### config.mk
export PLATFORM = sky130hd
export DESIGN_NAME = div_iter_multi_flat
export DESIGN_NICKNAME = d
export VERILOG_FILES = /design/src/rtl/alu_pkg.sv /design/src/rtl/div_iter_multi_if.sv /design/src/rtl/div_iter_multi_div_step.sv /design/src/rtl/div_iter_multi.sv /design/src/flat_wrapper.sv
export SDC_FILE = /design/constraint.sdc
export NUM_CORES = 1
export LEC_CHECK = 0
export CORE_MARGIN = 1
export CORE_UTILIZATION = 55
export DETAILED_ROUTE_END_ITERATION = 6
export PLACE_DENSITY_LB_ADDON = 0.05
export SYNTH_ARGS = -nofsm -noshare
export SYNTH_HDL_FRONTEND = slang
export SYNTH_SLANG_ARGS = --single-unit
### constraint.sdc
create_clock -name clk -period 8.2 [get_ports clk]
set_input_delay 1.23 -clock clk [delete_from_list [all_inputs] [get_ports clk]]
set_output_delay 1.23 -clock clk [all_outputs]
set_load 0.02 [all_outputs]
### src/rtl/alu_pkg.sv
// Shared definitions for the iterative divider.
// Contents:
//   div_state_t    - divider FSM state encoding
//   DIV_ZERO_QUOT  - quotient returned on divide-by-zero (all ones, slice to width)
//   DIV_OVF_REM    - remainder returned on signed overflow (zero)
//   abs_val()      - magnitude of a w-bit value, treated as two's complement
//                    when is_signed is set and as unsigned otherwise
package alu_pkg;

  typedef enum logic [2:0] {
    IDLE,
    PREP,
    CALC,
    FIX,
    DONE
  } div_state_t;

  // Widest operand abs_val() can handle.
  localparam int MAX_W = 64;

  localparam logic [MAX_W-1:0] DIV_ZERO_QUOT = '1;
  localparam logic [MAX_W-1:0] DIV_OVF_REM   = '0;

  // The caller zero-extends x into MAX_W bits and truncates the result back
  // to w bits. Bits above w are masked off so that negation cannot leak into
  // them.
  function automatic logic [MAX_W-1:0] abs_val(input logic [MAX_W-1:0] x,
                                               input int                w,
                                               input logic              is_signed);
    logic [MAX_W-1:0] mask;
    logic [MAX_W-1:0] res;
    for (int i = 0; i < MAX_W; i++) begin
      mask[i] = (i < w);
    end
    if (is_signed && x[w-1]) begin
      res = (~x + 1'b1) & mask;
    end else begin
      res = x & mask;
    end
    return res;
  endfunction

endpackage

### src/rtl/div_iter_multi_if.sv
// Handshake and data bundle of the iterative divider.
// master: the issue side; it drives the request and observes the status and results.
// slave : the divider.
//   start_i, signed_i, dividend_i, divisor_i, cancel_i : request and flush
//   busy_o, done_o, quotient_o, remainder_o, div_zero_o : status and results
interface div_iter_multi_if #(
  parameter int WIDTH = 32
);
  logic             start_i;
  logic             signed_i;
  logic [WIDTH-1:0] dividend_i;
  logic [WIDTH-1:0] divisor_i;
  logic             cancel_i;
  logic             busy_o;
  logic             done_o;
  logic [WIDTH-1:0] quotient_o;
  logic [WIDTH-1:0] remainder_o;
  logic             div_zero_o;

  modport master (
    output start_i, signed_i, dividend_i, divisor_i, cancel_i,
    input  busy_o, done_o, quotient_o, remainder_o, div_zero_o
  );

  modport slave (
    input  start_i, signed_i, dividend_i, divisor_i, cancel_i,
    output busy_o, done_o, quotient_o, remainder_o, div_zero_o
  );
endinterface

### src/rtl/div_iter_multi_div_step.sv
// One combinational restoring-division step.
//   rem_in  : partial remainder. It is always smaller than divisor.
//   bit_in  : next dividend bit, shifted in at the LSB
//   divisor : divisor magnitude
//   rem_out : next partial remainder
//   q_bit   : quotient bit for this step
module div_iter_multi_div_step #(
  parameter int WIDTH = 32
) (
  input  logic [WIDTH-1:0] rem_in,
  input  logic             bit_in,
  input  logic [WIDTH-1:0] divisor,
  output logic [WIDTH-1:0] rem_out,
  output logic             q_bit
);
  // The shifted value needs WIDTH+1 bits. rem_in can be close to 2^WIDTH
  // when the unsigned divisor is large.
  logic [WIDTH:0]   shifted;
  logic [WIDTH-1:0] diff;

  always_comb begin
    shifted = {rem_in, bit_in};
    q_bit   = (shifted >= {1'b0, divisor});
    // When q_bit is set the true difference is below divisor, so the
    // difference modulo 2^WIDTH is exact.
    diff    = shifted[WIDTH-1:0] - divisor;
    rem_out = q_bit ? diff : shifted[WIDTH-1:0];
  end
endmodule

### src/rtl/div_iter_multi.sv
// Iterative radix-2 restoring divider with signed and unsigned modes.
//   clk  : clock, rising edge
//   rst  : synchronous active-low reset
//   bus  : div_iter_multi_if.slave (start/cancel request, busy/done status,
//          quotient, remainder, div_zero)
// Results are valid while done_o pulses and are held until the next done_o.
//
// state | meaning
// IDLE  | waiting for start_i
// PREP  | take operand magnitudes, detect the special cases
// CALC  | WIDTH restoring iterations, MSB first
// FIX   | apply the signs to the quotient and the remainder
// DONE  | done_o pulse, results registered
module div_iter_multi
  import alu_pkg::*;
#(
  parameter int WIDTH        = 32,
  parameter bit FAST_SPECIAL = 1'b1
) (
  input logic            clk,
  input logic            rst,
  div_iter_multi_if.slave bus
);
  localparam int CW = $clog2(WIDTH);
  localparam logic [WIDTH-1:0] MIN_NEG = {1'b1, {(WIDTH-1){1'b0}}};

  div_state_t       state, state_nxt;

  logic [WIDTH-1:0] dividend_r, divisor_r;
  logic             sgn_r;
  logic [WIDTH-1:0] a_abs, b_abs;
  logic             q_neg, r_neg, zero_r;
  logic [WIDTH-1:0] rem_r, q_r;
  logic [CW-1:0]    cnt;
  logic [WIDTH-1:0] quot_r, remd_r;
  logic             dz_r;

  logic             accept, is_zero, is_ovf, special;
  logic [WIDTH-1:0] step_rem;
  logic             step_q;

  assign accept  = (state == IDLE) && bus.start_i && !bus.cancel_i;
  assign is_zero = (divisor_r == '0);
  assign is_ovf  = sgn_r && (dividend_r == MIN_NEG) && (divisor_r == '1);
  assign special = FAST_SPECIAL && (is_zero || is_ovf);

  div_iter_multi_div_step #(.WIDTH(WIDTH)) u_step (
    .rem_in  (rem_r),
    .bit_in  (a_abs[cnt]),
    .divisor (b_abs),
    .rem_out (step_rem),
    .q_bit   (step_q)
  );

  always_ff @(posedge clk) begin
    if (!rst) state <= IDLE;
    else      state <= state_nxt;
  end

  always_comb begin
    state_nxt = state;
    unique case (state)
      IDLE: if (accept) state_nxt = PREP;
      PREP: begin
        if (bus.cancel_i)  state_nxt = IDLE;
        else if (special)  state_nxt = DONE;
        else               state_nxt = CALC;
      end
      CALC: begin
        if (bus.cancel_i)   state_nxt = IDLE;
        else if (cnt == '0) state_nxt = FIX;
      end
      FIX:  state_nxt = bus.cancel_i ? IDLE : DONE;
      DONE: state_nxt = IDLE;
      default: state_nxt = IDLE;
    endcase
  end

  always_ff @(posedge clk) begin
    if (!rst) begin
      dividend_r <= '0;
      divisor_r  <= '0;
      sgn_r      <= 1'b0;
      a_abs      <= '0;
      b_abs      <= '0;
      q_neg      <= 1'b0;
      r_neg      <= 1'b0;
      zero_r     <= 1'b0;
      rem_r      <= '0;
      q_r        <= '0;
      cnt        <= '0;
      quot_r     <= '0;
      remd_r     <= '0;
      dz_r       <= 1'b0;
    end else begin
      unique case (state)
        IDLE: begin
          if (accept) begin
            dividend_r <= bus.dividend_i;
            divisor_r  <= bus.divisor_i;
            sgn_r      <= bus.signed_i;
          end
        end
        PREP: begin
          if (!bus.cancel_i) begin
            a_abs  <= WIDTH'(abs_val(MAX_W'(dividend_r), WIDTH, sgn_r));
            b_abs  <= WIDTH'(abs_val(MAX_W'(divisor_r), WIDTH, sgn_r));
            q_neg  <= sgn_r && (dividend_r[WIDTH-1] ^ divisor_r[WIDTH-1]);
            r_neg  <= sgn_r && dividend_r[WIDTH-1];
            zero_r <= is_zero;
            cnt    <= CW'(WIDTH - 1);
            rem_r  <= '0;
            q_r    <= '0;
            if (FAST_SPECIAL && is_zero) begin
              quot_r <= WIDTH'(DIV_ZERO_QUOT);
              remd_r <= dividend_r;
              dz_r   <= 1'b1;
            end else if (FAST_SPECIAL && is_ovf) begin
              quot_r <= MIN_NEG;
              remd_r <= WIDTH'(DIV_OVF_REM);
              dz_r   <= 1'b0;
            end
          end
        end
        CALC: begin
          if (!bus.cancel_i) begin
            rem_r <= step_rem;
            q_r   <= {q_r[WIDTH-2:0], step_q};
            if (cnt != '0) cnt <= cnt - 1'b1;
          end
        end
        FIX: begin
          if (!bus.cancel_i) begin
            // The iterations give q = all ones and rem = |a| for a zero
            // divisor. Both are overridden here so that the slow path
            // returns the same results as the fast path.
            if (zero_r) begin
              quot_r <= WIDTH'(DIV_ZERO_QUOT);
              remd_r <= dividend_r;
              dz_r   <= 1'b1;
            end else begin
              quot_r <= q_neg ? -q_r : q_r;
              remd_r <= r_neg ? -rem_r : rem_r;
              dz_r   <= 1'b0;
            end
          end
        end
        default: ;
      endcase
    end
  end

  assign bus.busy_o      = (state == PREP) || (state == CALC) || (state == FIX);
  assign bus.done_o      = (state == DONE);
  assign bus.quotient_o  = quot_r;
  assign bus.remainder_o = remd_r;
  assign bus.div_zero_o  = dz_r;

endmodule

### src/flat_wrapper.sv
// flat-port wrapper written by rule: the top's interface ports become plain ports
module div_iter_multi_flat import alu_pkg::*;
#(
  parameter int WIDTH        = 32,
  parameter bit FAST_SPECIAL = 1'b1
)
  (clk, rst, bus_start_i, bus_signed_i, bus_dividend_i, bus_divisor_i, bus_cancel_i, bus_busy_o, bus_done_o, bus_quotient_o, bus_remainder_o, bus_div_zero_o);
  div_iter_multi_if #(.WIDTH(WIDTH)) bus_i ();
  input logic clk;
  input logic rst;
  input wire logic [$bits(bus_i.start_i)-1:0] bus_start_i;
  input wire logic [$bits(bus_i.signed_i)-1:0] bus_signed_i;
  input wire logic [$bits(bus_i.dividend_i)-1:0] bus_dividend_i;
  input wire logic [$bits(bus_i.divisor_i)-1:0] bus_divisor_i;
  input wire logic [$bits(bus_i.cancel_i)-1:0] bus_cancel_i;
  output wire logic [$bits(bus_i.busy_o)-1:0] bus_busy_o;
  output wire logic [$bits(bus_i.done_o)-1:0] bus_done_o;
  output wire logic [$bits(bus_i.quotient_o)-1:0] bus_quotient_o;
  output wire logic [$bits(bus_i.remainder_o)-1:0] bus_remainder_o;
  output wire logic [$bits(bus_i.div_zero_o)-1:0] bus_div_zero_o;
  assign bus_i.start_i = bus_start_i;
  assign bus_i.signed_i = bus_signed_i;
  assign bus_i.dividend_i = bus_dividend_i;
  assign bus_i.divisor_i = bus_divisor_i;
  assign bus_i.cancel_i = bus_cancel_i;
  assign bus_busy_o = bus_i.busy_o;
  assign bus_done_o = bus_i.done_o;
  assign bus_quotient_o = bus_i.quotient_o;
  assign bus_remainder_o = bus_i.remainder_o;
  assign bus_div_zero_o = bus_i.div_zero_o;
  div_iter_multi #(.WIDTH(WIDTH), .FAST_SPECIAL(FAST_SPECIAL)) u_core (.clk(clk), .rst(rst), .bus(bus_i));
endmodule
==> flow_summary.yaml, run 1 <==
critical_path:
  crit_slowest_cell: "dfxtp_1"
  reg2reg_setup_slack_ns: 3.14
  critical_path_required_ns: 8.63
  endpoint_kind: "flop"
  cpPeakStageDelay_ns: 0.74
  path_buf_inv: 1
  startpoint: "u_core.cnt[0]"
  ff2ff_path_depth: 14
  r2r_end: "u_core.rem_r[24]"
  regToRegStartpoint: "u_core.cnt[0]"
  worst_path_most_repeated_cell: "mux4_2"
  setup.worst_path.class: "reg -> reg"
  crit_cells: 14
  crit_arrival_ns: 5.50
  cp_top_family: "compound AO/OA/AOI/OAI gates"
  startpoint_type: "flop"
  endpoint: "u_core.rem_r[24]"
  path_cells: "mux4_2, mux4_2, mux2i_1, ha_1, inv_1, fa_1, a21o_1, a221o_1, a211oi_1, o31ai_1, a21oi_1, o221ai_1, xnor2_1, o21ai_0"
  cp_max_fo: 12
layout:
  final_common_cell: "dfxtp_1"
  seq_area_sq_mm: 0.00539
  drive_above_1_share_pct: 5.15
  fin_area_sq_mm: 0.0168
  nNetsFinal: 1969
  syn_to_final_growth_pct: 16.4
  fill_cells: 2274
  mostFrequentLayoutCells: "269 x dfxtp_1, 233 x nand2_1, 202 x nor2_1"
  multi_input_area_sq_mm: 0.00837
cts:
  cts-root-buf: "clkbuf_16"
  post_cts_buffers: 0
  htreeDepth: 1
  cts_hold_buffers: 0
  clock_path_buffers: 3
  cts.sinks: 269
  cts_inserted_buffers: 29
  cts_tree: "done"
  ctsResizeCount: 0
  clkLatencyLatePin_ns: 0.57
  clk_pin_slew_ns: 0.07
logic_synthesis:
  ys_ff_latch: 269
  synth_edf_count: 0
  netlist_area_sq_mm: 0.0145
  ys_types: 70
  synthCells: 1820
  ys_warn_count: 0
  async_flop_share_pct: 0
  ys_seq_area_share_pct: 37.2
  yosys_most_used_dff: "dfxtp_1"
  synth_fp_nets: 1929
  postSynthAreaPerCell_sq_um: 7.95
timing:
  fin_tns_setup_ns: 0
  setup_ws_ns: 3.14
  timing.final.crit_period_ns: 5.06
  fmax_mhz: 197
  setup_viol: 0
  fin_hold_ws_ns: 0.443
  post-route-period-util_pct: 61.8
  rsz0062_at_grt: "no"
  worst_pin_slew_ns: 1.23
  finClkSkew_ns: 0.0178
  timing.slew.headroom_pct: 18.2
  hold_viol: 0
  maxSlewViolCount: 0
outcome:
  status: "finished, final reports clean"
drt:
  drt_iter0_drc: 1188
  wl_um: 40600
  ant_nets: 0
  dr.pass1.iters: 6
  num_vias: 13400
  wl_per_cell_um: 18.3
  drcViolationCount: 0
  via_per_inst: 6.03
global_route:
  grt_max_degree: 127
  grt_pass1_vias: 12200
  grt_pass1_wl_um: 64900
  antenna_found_initial: 1
  overflow: 0
  grt_usage_pct: 30.0
pwr:
  leakagePower_nw: 6.16
  ir_drop_v: 0.000175
  power.total_w: 0.00322
  p_per_area_mw_per_mm2: 191
placement:
  dp_hpwl_um: 28400
  gp_congestion: 0.958
  pre_cts_ws_ns: 3.20
  io_buffer_count: 135
  dpl_cell_area_sq_mm: 0.0158
die:
  row_count: 59
  fp.coreArea_sq_mm: 0.0259
  die_w_um: 164
  start_util_pct: 55.9
  ioPinCount: 136
  die_h_um: 164
  dieArea_sq_mm: 0.0270
worst_hold_path:
  hold_path.class: "reg -> reg"
  hold_start: "u_core.bus.quotient_o[19]"
flow_run:
  drv_cap: 0
cells in the mapped netlist (3+ instances only):
library cell	instances	area share [%]
o211ai_1	6	0.31
o21a_1	7	0.36
o221ai_1	4	0.24
a221oi_1	24	1.5
a21oi_1	159	5.5
a32oi_1	12	0.73
a211oi_1	71	3.7
and3_1	7	0.30
o21ai_0	108	3.7
o21ai_1	5	0.17
nor2_1	204	5.3
nor2b_1	6	0.26
nor3_1	51	1.8
dfxtp_1	269	37
buf_4	4	0.21
a41oi_1	3	0.18
nand4_1	18	0.78
or3_1	24	1.0
and2_1	9	0.39
o31ai_1	31	1.6
buf_2	7	0.24
or4_1	15	0.78
ha_1	39	3.4
mux2i_1	22	1.5
nor4_1	14	0.61
o21bai_1	3	0.16
a311oi_1	8	0.48
xor2_1	66	4.0
xnor2_1	75	4.5
nand3_1	19	0.66
a22oi_1	32	1.7
or2_2	4	0.17
o41ai_1	11	0.67
inv_1	54	1.4
clkbuf_1	121	3.1
nand2_1	234	6.1
mux4_2	10	1.6
a21o_1	11	0.57
nand2b_1	11	0.48
report_power, final:
part / switching (W) / internal, W / total [W]
clock: 0.000566 / 0.000807 / 0.00137
sequential: 0.0000415 / 0.00134 / 0.00138
combinational: 0.000277 / 0.000189 / 0.000465
total: 0.000884 / 0.00233 / 0.00322
tightest hold or removal path, stage by stage (launching register included):
cell and delay [ns]:
dfxtp_1 0.31, nand2_1 0.05, o21ai_1 0.05
stage by stage:
stage,utilization (%),cells
finish,65.0,2219
global route,65.0,2218
CTS,65.0,2218
detailed placement,61.1,2164
global placement,61.1,2164
floorplan,-,1820
worst min-delay path by stage:
stage,to,slack [ns],cells past startpoint
after global routing,u_core.bus.quotient_o[22],0.46,1
final,u_core.bus.quotient_o[19],0.44,2
after floorplan,u_core.a_abs[31],0.43,2
after global placement,u_core.bus.quotient_o[21],0.44,1
after CTS,u_core.bus.quotient_o[19],0.45,2
after detailed placement,u_core.bus.quotient_o[22],0.44,1
layout make-up:
type,count,share of cell area [%]
diodes,1,0.0149
clock buffers,40,5.15
clock inverters,14,0.936
inverters,55,1.26
multi-input cells,1359,49.7
flip-flops and latches,269,32.0
well taps,335,2.49
repair buffers,146,8.51
cells by family after synthesis:
group | count (synthesis) | share of synthesized area [%]
multiplexers | 33 | 3.16
AO/OA/AOI/OAI | 514 | 22.8
buffers and inverters | 192 | 5.21
flip-flops | 269 | 37.2
AND/OR/NAND/NOR | 631 | 19.5
adder cells (fa/ha/maj) | 40 | 3.51
XOR/XNOR | 141 | 8.53
registers in the layout, indices dropped and copies added (netlist names):
signal and count:
u_core.a_abs 32, u_core.b_abs 32, u_core.bus.quotient_o 32, u_core.bus.remainder_o 32
u_core.dividend_r 32, u_core.divisor_r 32, u_core.q_r 32, u_core.rem_r 32
u_core.cnt 5, u_core.state 3, u_core.bus.div_zero_o 1, u_core.q_neg 1
u_core.r_neg 1, u_core.sgn_r 1, u_core.zero_r 1
per-layer routing:
| metal | track usage, % | wire length (um) | vias up |
|---|---|---|---|
| met4 | 8.59 | 951 | 0 |
| met5 | 0 | 0 | - |
| li1 | - | - | 6557 |
| met2 | 46.6 | 18000 | 445 |
| met3 | 3.89 | 2460 | 65 |
| met1 | 43.3 | 19200 | 6312 |
No activity file was read; power rests on OpenSTA's default activity.
==> run 2: changes to the inputs <==
--- a/config.mk
+++ b/config.mk
@@ -6,7 +6,7 @@
 export NUM_CORES = 1
 export LEC_CHECK = 0
 export CORE_MARGIN = 1
-export CORE_UTILIZATION = 55
+export CORE_UTILIZATION = 53
 export DETAILED_ROUTE_END_ITERATION = 6
 export PLACE_DENSITY_LB_ADDON = 0.05
 export SYNTH_ARGS = -nofsm -noshare
==> constraint.sdc (replaced) <==
create_clock -name clk -period 4.65 [get_ports clk]
set_input_delay 0.6975 -clock clk [delete_from_list [all_inputs] [get_ports clk]]
set_output_delay 0.6975 -clock clk [all_outputs]
set_load 0.02 [all_outputs]
==> run 2 against run 1 <==
Against the previous run:
- non-clock buffer count up 7
- worst setup slack worse by 2.8 ns
- maximum frequency up 16%
- total power up 80%
- utilization down 1.8 points
- first-iteration DRC count down 11%
- final cell count up 0.63%
- critical path depth up 1
- combinational power up 83%
- cell area up 0.82%
==> flow_summary.yaml, run 2 (synthesis gave the netlist of run 1 again) <==
pwr:
  pwr-share-clk_pct: 43.3
  ir_drop_v: 0.000268
  p_sw_w: 0.00154
  pwr-share-seq_pct: 42.0
  combPwrFrac_pct: 14.7
  leakagePower_nw: 6.25
  p_int_w: 0.00425
  p_sw_share_pct: 26.7
  p_per_area_mw_per_mm2: 341
critical_path:
  cp_top_family: "compound AO/OA/AOI/OAI gates"
  critical_path_required_ns: 5.09
  r2r_end: "u_core.rem_r[30]"
  reg2reg_setup_slack_ns: 0.29
  endpoint_kind: "flop"
  path_cells: "buf_4, mux4_2, mux4_2, mux2i_2, ha_1, inv_1, fa_1, a21o_1, a221o_1, a2111oi_1, a22o_1, o21ai_0, a21boi_1, xnor2_1, o21ai_0"
  crit_arrival_ns: 4.80
  crit_slowest_cell: "mux4_2"
  regToRegStartpoint: "u_core.cnt[0]"
  startpoint_type: "flop"
  startpoint: "u_core.cnt[0]"
  ff2ff_path_depth: 15
  cpPeakStageDelay_ns: 0.52
  setup.worst_path.class: "reg -> reg"
  path_buf_inv: 2
  cp_max_fo: 8
timing:
  rsz0062_at_grt: "no"
  fmax_mhz: 230
  timing.final.crit_period_ns: 4.36
  timing.slew.headroom_pct: 23.7
  hold_viol: 0
  setup_viol: 0
  post-route-period-util_pct: 93.7
  fin_tns_setup_ns: 0
  finClkSkew_ns: 0.0145
  fin_hold_ws_ns: 0.447
  maxSlewViolCount: 0
  worst_pin_slew_ns: 1.14
layout:
  drive_above_1_share_pct: 5.55
  syn_to_final_growth_pct: 17.4
  final_common_cell: "dfxtp_1"
  fill_cells: 2438
  diodes: 0
  nNetsFinal: 1977
  fin_util_pct: 63.2
  mostFrequentLayoutCells: "268 x dfxtp_1, 233 x nand2_1, 202 x nor2_1"
cts:
  clkLatencyLatePin_ns: 0.57
  cts.sinks: 269
  clk_pin_slew_ns: 0.06
  cts-root-buf: "clkbuf_16"
  htreeDepth: 1
  post_cts_buffers: 0
  cts_inserted_buffers: 30
  cts_tree: "done"
  clock_path_buffers: 3
placement:
  dp_hpwl_um: 28700
  gp_congestion: 0.889
  io_buffer_count: 135
drt:
  wl_per_cell_um: 18.1
  num_vias: 13300
  via_per_inst: 5.96
  dr.pass1.iters: 5
  drt_iter0_drc: 1058
  wl_um: 40400
  ant_nets: 0
  drcViolationCount: 0
global_route:
  top_usage_layer: "met2"
  grt_pass1_vias: 12300
  grt_max_degree: 104
  antenna_found_initial: 0
  grt_usage_pct: 28.6
  met1_usage_pct: 40.3
  grt_pass1_wl_um: 65400
  overflow: 0
  grt_util_met3_pct: 3.14
  met2_usage_pct: 45.7
flow_run:
  drv_cap: 0
die:
  fp.coreArea_sq_mm: 0.0269
  die_h_um: 167
  start_util_pct: 53.8
  row_count: 60
  ioPinCount: 136
  dieArea_sq_mm: 0.0280
  die_w_um: 167
worst_hold_path:
  hold_start: "u_core.bus.quotient_o[30]"
  hold_path.class: "reg -> reg"
  min_path_cells: 2
  min_to: "u_core.bus.quotient_o[30]"
outcome:
  status: "finished, final reports clean"
run 2: how the worst max path moves through the flow:
stage | cells after the start | endpoint | slack [ns]
after floorplan | 15 | u_core.rem_r[24] | 0.29
after global placement | 15 | u_core.rem_r[30] | 0.25
after detailed placement | 14 | u_core.rem_r[30] | 0.16
after CTS | 14 | u_core.rem_r[30] | 0.14
after global routing | 15 | u_core.rem_r[24] | 0.05
final | 15 | u_core.rem_r[30] | 0.29
run 2: stage by stage:
| step | cells | total power [W] | setup slack [ns] | instance area (sq um) |
|---|---|---|---|---|
| final | 2233 | 0.00579 | 0.293 | 17000 |
| after global routing | 2233 | 0.00601 | 0.0526 | 17000 |
| after CTS | 2233 | 0.00582 | 0.137 | 17000 |
| after detailed placement | 2177 | 0.00332 | 0.157 | 15900 |
| after global placement | 2177 | 0.00331 | 0.246 | 15900 |
| after floorplan | 1820 | 0.00305 | 0.292 | 14500 |
run 2: power by group through the flow:
stage,registers [W],clock network [W],logic [W]
after CTS,0.00243,0.00254,0.000844
after detailed placement,0.00248,0,0.000839
after floorplan,0.00246,0,0.000593
after global routing,0.00244,0.00264,0.000935
after global placement,0.00248,0,0.000830
final,0.00243,0.00251,0.000853
run 2: per-layer routing:
layer	vias up	wire length [um]	part of all wire, %
li1	6576	-	-
met1	6225	18800	47
met2	434	18100	45
met3	65	2330	5.8
met4	0	1110	2.8
met5	-	0	0
run 2: area by class of cell:
cell class	instances	area [sq um]	area share, %
Inverter	55	211	1.24
Timing Repair Buffer	153	1520	8.97
Clock buffer	42	876	5.16
Sequential cell	269	5390	31.7
Clock inverter	14	186	1.10
Multi-Input combinational cell	1359	8380	49.3
Tap cell	341	427	2.51
run 2: worst register-to-register path, stage by stage (launching register included):
cell and delay, ns:
dfxtp_1 0.33, buf_4 0.18, mux4_2 0.52, mux4_2 0.49, mux2i_2 0.27, ha_1 0.21
inv_1 0.05, fa_1 0.40, a21o_1 0.23, a221o_1 0.32, a2111oi_1 0.41, a22o_1 0.25
o21ai_0 0.15, a21boi_1 0.22, xnor2_1 0.13, o21ai_0 0.08
run 2: timing repair:
action | CTS | global route
hold buffers | 0 | 0
setup endpoints to repair | 0 | 2
resized for setup | 0 | 4
==> run 3: changes to the inputs <==
--- a/config.mk
+++ b/config.mk
@@ -8,7 +8,8 @@
 export CORE_MARGIN = 1
 export CORE_UTILIZATION = 53
 export DETAILED_ROUTE_END_ITERATION = 6
-export PLACE_DENSITY_LB_ADDON = 0.05
+export PLACE_DENSITY = 0.78
+export SLEW_MARGIN = 20
 export SYNTH_ARGS = -nofsm -noshare
 export SYNTH_HDL_FRONTEND = slang
 export SYNTH_SLANG_ARGS = --single-unit
==> run 3 against run 2 <==
Against the previous run:
- via count grew 1.8%
- maximum frequency is 0.49% lower
- non-clock buffer count rose by 1
- total power down 5.2%
- critical path type unchanged
==> flow_summary.yaml, run 3 (synthesis gave the netlist of run 1 again) <==
timing:
  finClkSkew_ns: 0.0177
  fin_tns_setup_ns: 0
  hold_viol: 0
  fmax_mhz: 228
  timing.slew.headroom_pct: 30.6
  post-route-period-util_pct: 94.2
  setup_viol: 0
  worst_pin_slew_ns: 1.04
  rsz0062_at_grt: "no"
  maxSlewViolCount: 0
  timing.final.crit_period_ns: 4.38
pwr:
  leakagePower_nw: 6.19
  ir_drop_v: 0.000244
  power.total_w: 0.00549
  p_per_area_mw_per_mm2: 326
critical_path:
  critical_path_required_ns: 5.06
  crit_slowest_cell: "mux4_2"
  r2r_end: "u_core.rem_r[24]"
  ff2ff_path_depth: 15
  setup.worst_path.class: "reg -> reg"
  cpPeakStageDelay_ns: 0.50
  reg2reg_setup_slack_ns: 0.27
  endpoint_kind: "flop"
  path_cells: "buf_4, mux4_2, mux4_2, mux2i_2, ha_1, inv_1, fa_1, a21o_1, a221o_1, a211oi_1, o31ai_1, a21oi_1, o221ai_1, xnor2_1, o21ai_0"
  worst_path_most_repeated_cell: "mux4_2"
  cp_max_fo: 8
  cp_top_family: "compound AO/OA/AOI/OAI gates"
  crit_arrival_ns: 4.79
  regToRegStartpoint: "u_core.cnt[0]"
  path_buf_inv: 2
  startpoint_type: "flop"
global_route:
  grt_pass1_wl_um: 65000
  antenna_found_initial: 1
  met2_usage_pct: 45.4
  grt_pass1_vias: 12600
  overflow: 0
  grt_util_met3_pct: 4.30
  top_usage_layer: "met2"
  grt_usage_pct: 28.2
  met1_usage_pct: 38.7
  grt_max_degree: 124
placement:
  dp_hpwl_um: 28300
  io_buffer_count: 135
  gp_congestion: 0.918
  dp_cells: 2177
worst_hold_path:
  hold_start: "u_core.bus.quotient_o[21]"
  min_path_cells: 1
  hold_path.class: "reg -> reg"
  min_to: "u_core.bus.quotient_o[21]"
cts:
  cts-root-buf: "clkbuf_16"
  cts.sinks: 269
  clk_pin_slew_ns: 0.06
  clkLatencyLatePin_ns: 0.55
  cts_inserted_buffers: 28
  cts_tree: "done"
  clock_path_buffers: 3
  htreeDepth: 1
drt:
  ant_nets: 0
  wl_um: 40500
  via_per_inst: 6.08
  dr.pass1.iters: 7
  drt_iter0_drc: 1153
  num_vias: 13500
  drcViolationCount: 0
  wl_per_cell_um: 18.2
layout:
  drive_above_1_share_pct: 5.14
  multi_input_area_sq_mm: 0.00838
  mostFrequentLayoutCells: "269 x dfxtp_1, 233 x nand2_1, 202 x nor2_1"
  seq_area_sq_mm: 0.00539
  nNetsFinal: 1976
  stdcell_count: 2229
  syn_to_final_growth_pct: 16.5
  fill_cells: 2331
  diodes: 0
  final_common_cell: "dfxtp_1"
  fin_util_pct: 62.7
die:
  dieArea_sq_mm: 0.0280
  ioPinCount: 136
  die_w_um: 167
  fp.coreArea_sq_mm: 0.0269
  row_count: 60
  start_util_pct: 53.8
  die_h_um: 167
outcome:
  status: "finished, final reports clean"
flow_run:
  drv_cap: 0
[run 3: cell types whose count changed in the layout (fill, tap and decap cells not counted), sizes merged]
cell / change
clkinvlp: -2
bufinv: -3
buf: +1
clkinv: -3
clkbuf: +3
[run 3: stage by stage]
| stage | cell area [sq um] | setup WS [ns] | hold slack, ns |
|---|---|---|---|
| after floorplan | 14500 | 0.292 | 0.429 |
| after global placement | 15900 | 0.319 | 0.436 |
| after detailed placement | 15900 | 0.185 | 0.439 |
| after CTS | 16800 | 0.171 | 0.453 |
| after global routing | 16900 | 0.0102 | 0.467 |
| final | 16900 | 0.271 | 0.448 |
[run 3: cell type report]
| type | instances | share of cell area [%] |
|---|---|---|
| Multi-Input combinational cell | 1359 | 49.7 |
| Sequential cell | 269 | 32.0 |
| Timing Repair Buffer | 154 | 9.06 |
| Clock buffer | 45 | 5.07 |
| Tap cell | 341 | 2.53 |
| Inverter | 55 | 1.25 |
| Clock inverter | 6 | 0.393 |
[run 3: routing by layer]
layer | part of all wire, % | up-vias
met5 | 0.027 | -
met4 | 3.3 | 2
met3 | 7.5 | 98
met2 | 45 | 551
met1 | 44 | 6316
li1 | - | 6577
[run 3: report_power, final]
part / switching, W / internal (W)
Sequential: 0.0000720 / 0.00236
Combinational: 0.000496 / 0.000350
Clock: 0.000908 / 0.00131
[run 3: worst max-delay path by stage]
stage / end / slack [ns] / cells past startpoint / start
global route: u_core.rem_r[24] / 0.01 / 15 / u_core.cnt[0]
detailed placement: u_core.rem_r[30] / 0.19 / 15 / u_core.cnt[0]
global placement: u_core.rem_r[30] / 0.32 / 15 / u_core.cnt[0]
floorplan: u_core.rem_r[24] / 0.29 / 15 / u_core.cnt[0]
CTS: u_core.rem_r[30] / 0.17 / 15 / u_core.cnt[0]
finish: u_core.rem_r[24] / 0.27 / 15 / u_core.cnt[0]
[run 3: worst reg2reg max path: cells and delay by family, from the launching register on]
| kind | cells | cell delay [ns] |
|---|---|---|
| compound gates | 7 | 1.68 |
| buf+inv | 2 | 0.23 |
| flops | 1 | 0.34 |
| xor+xnor | 1 | 0.15 |
| fa+ha+maj | 2 | 0.62 |
| mux | 3 | 1.23 |
[run 3: what timing repair did]
item	CTS	global route
resized for setup	0	4
setup buffers	0	0
hold buffers	0	0
setup endpoints to repair	0	2
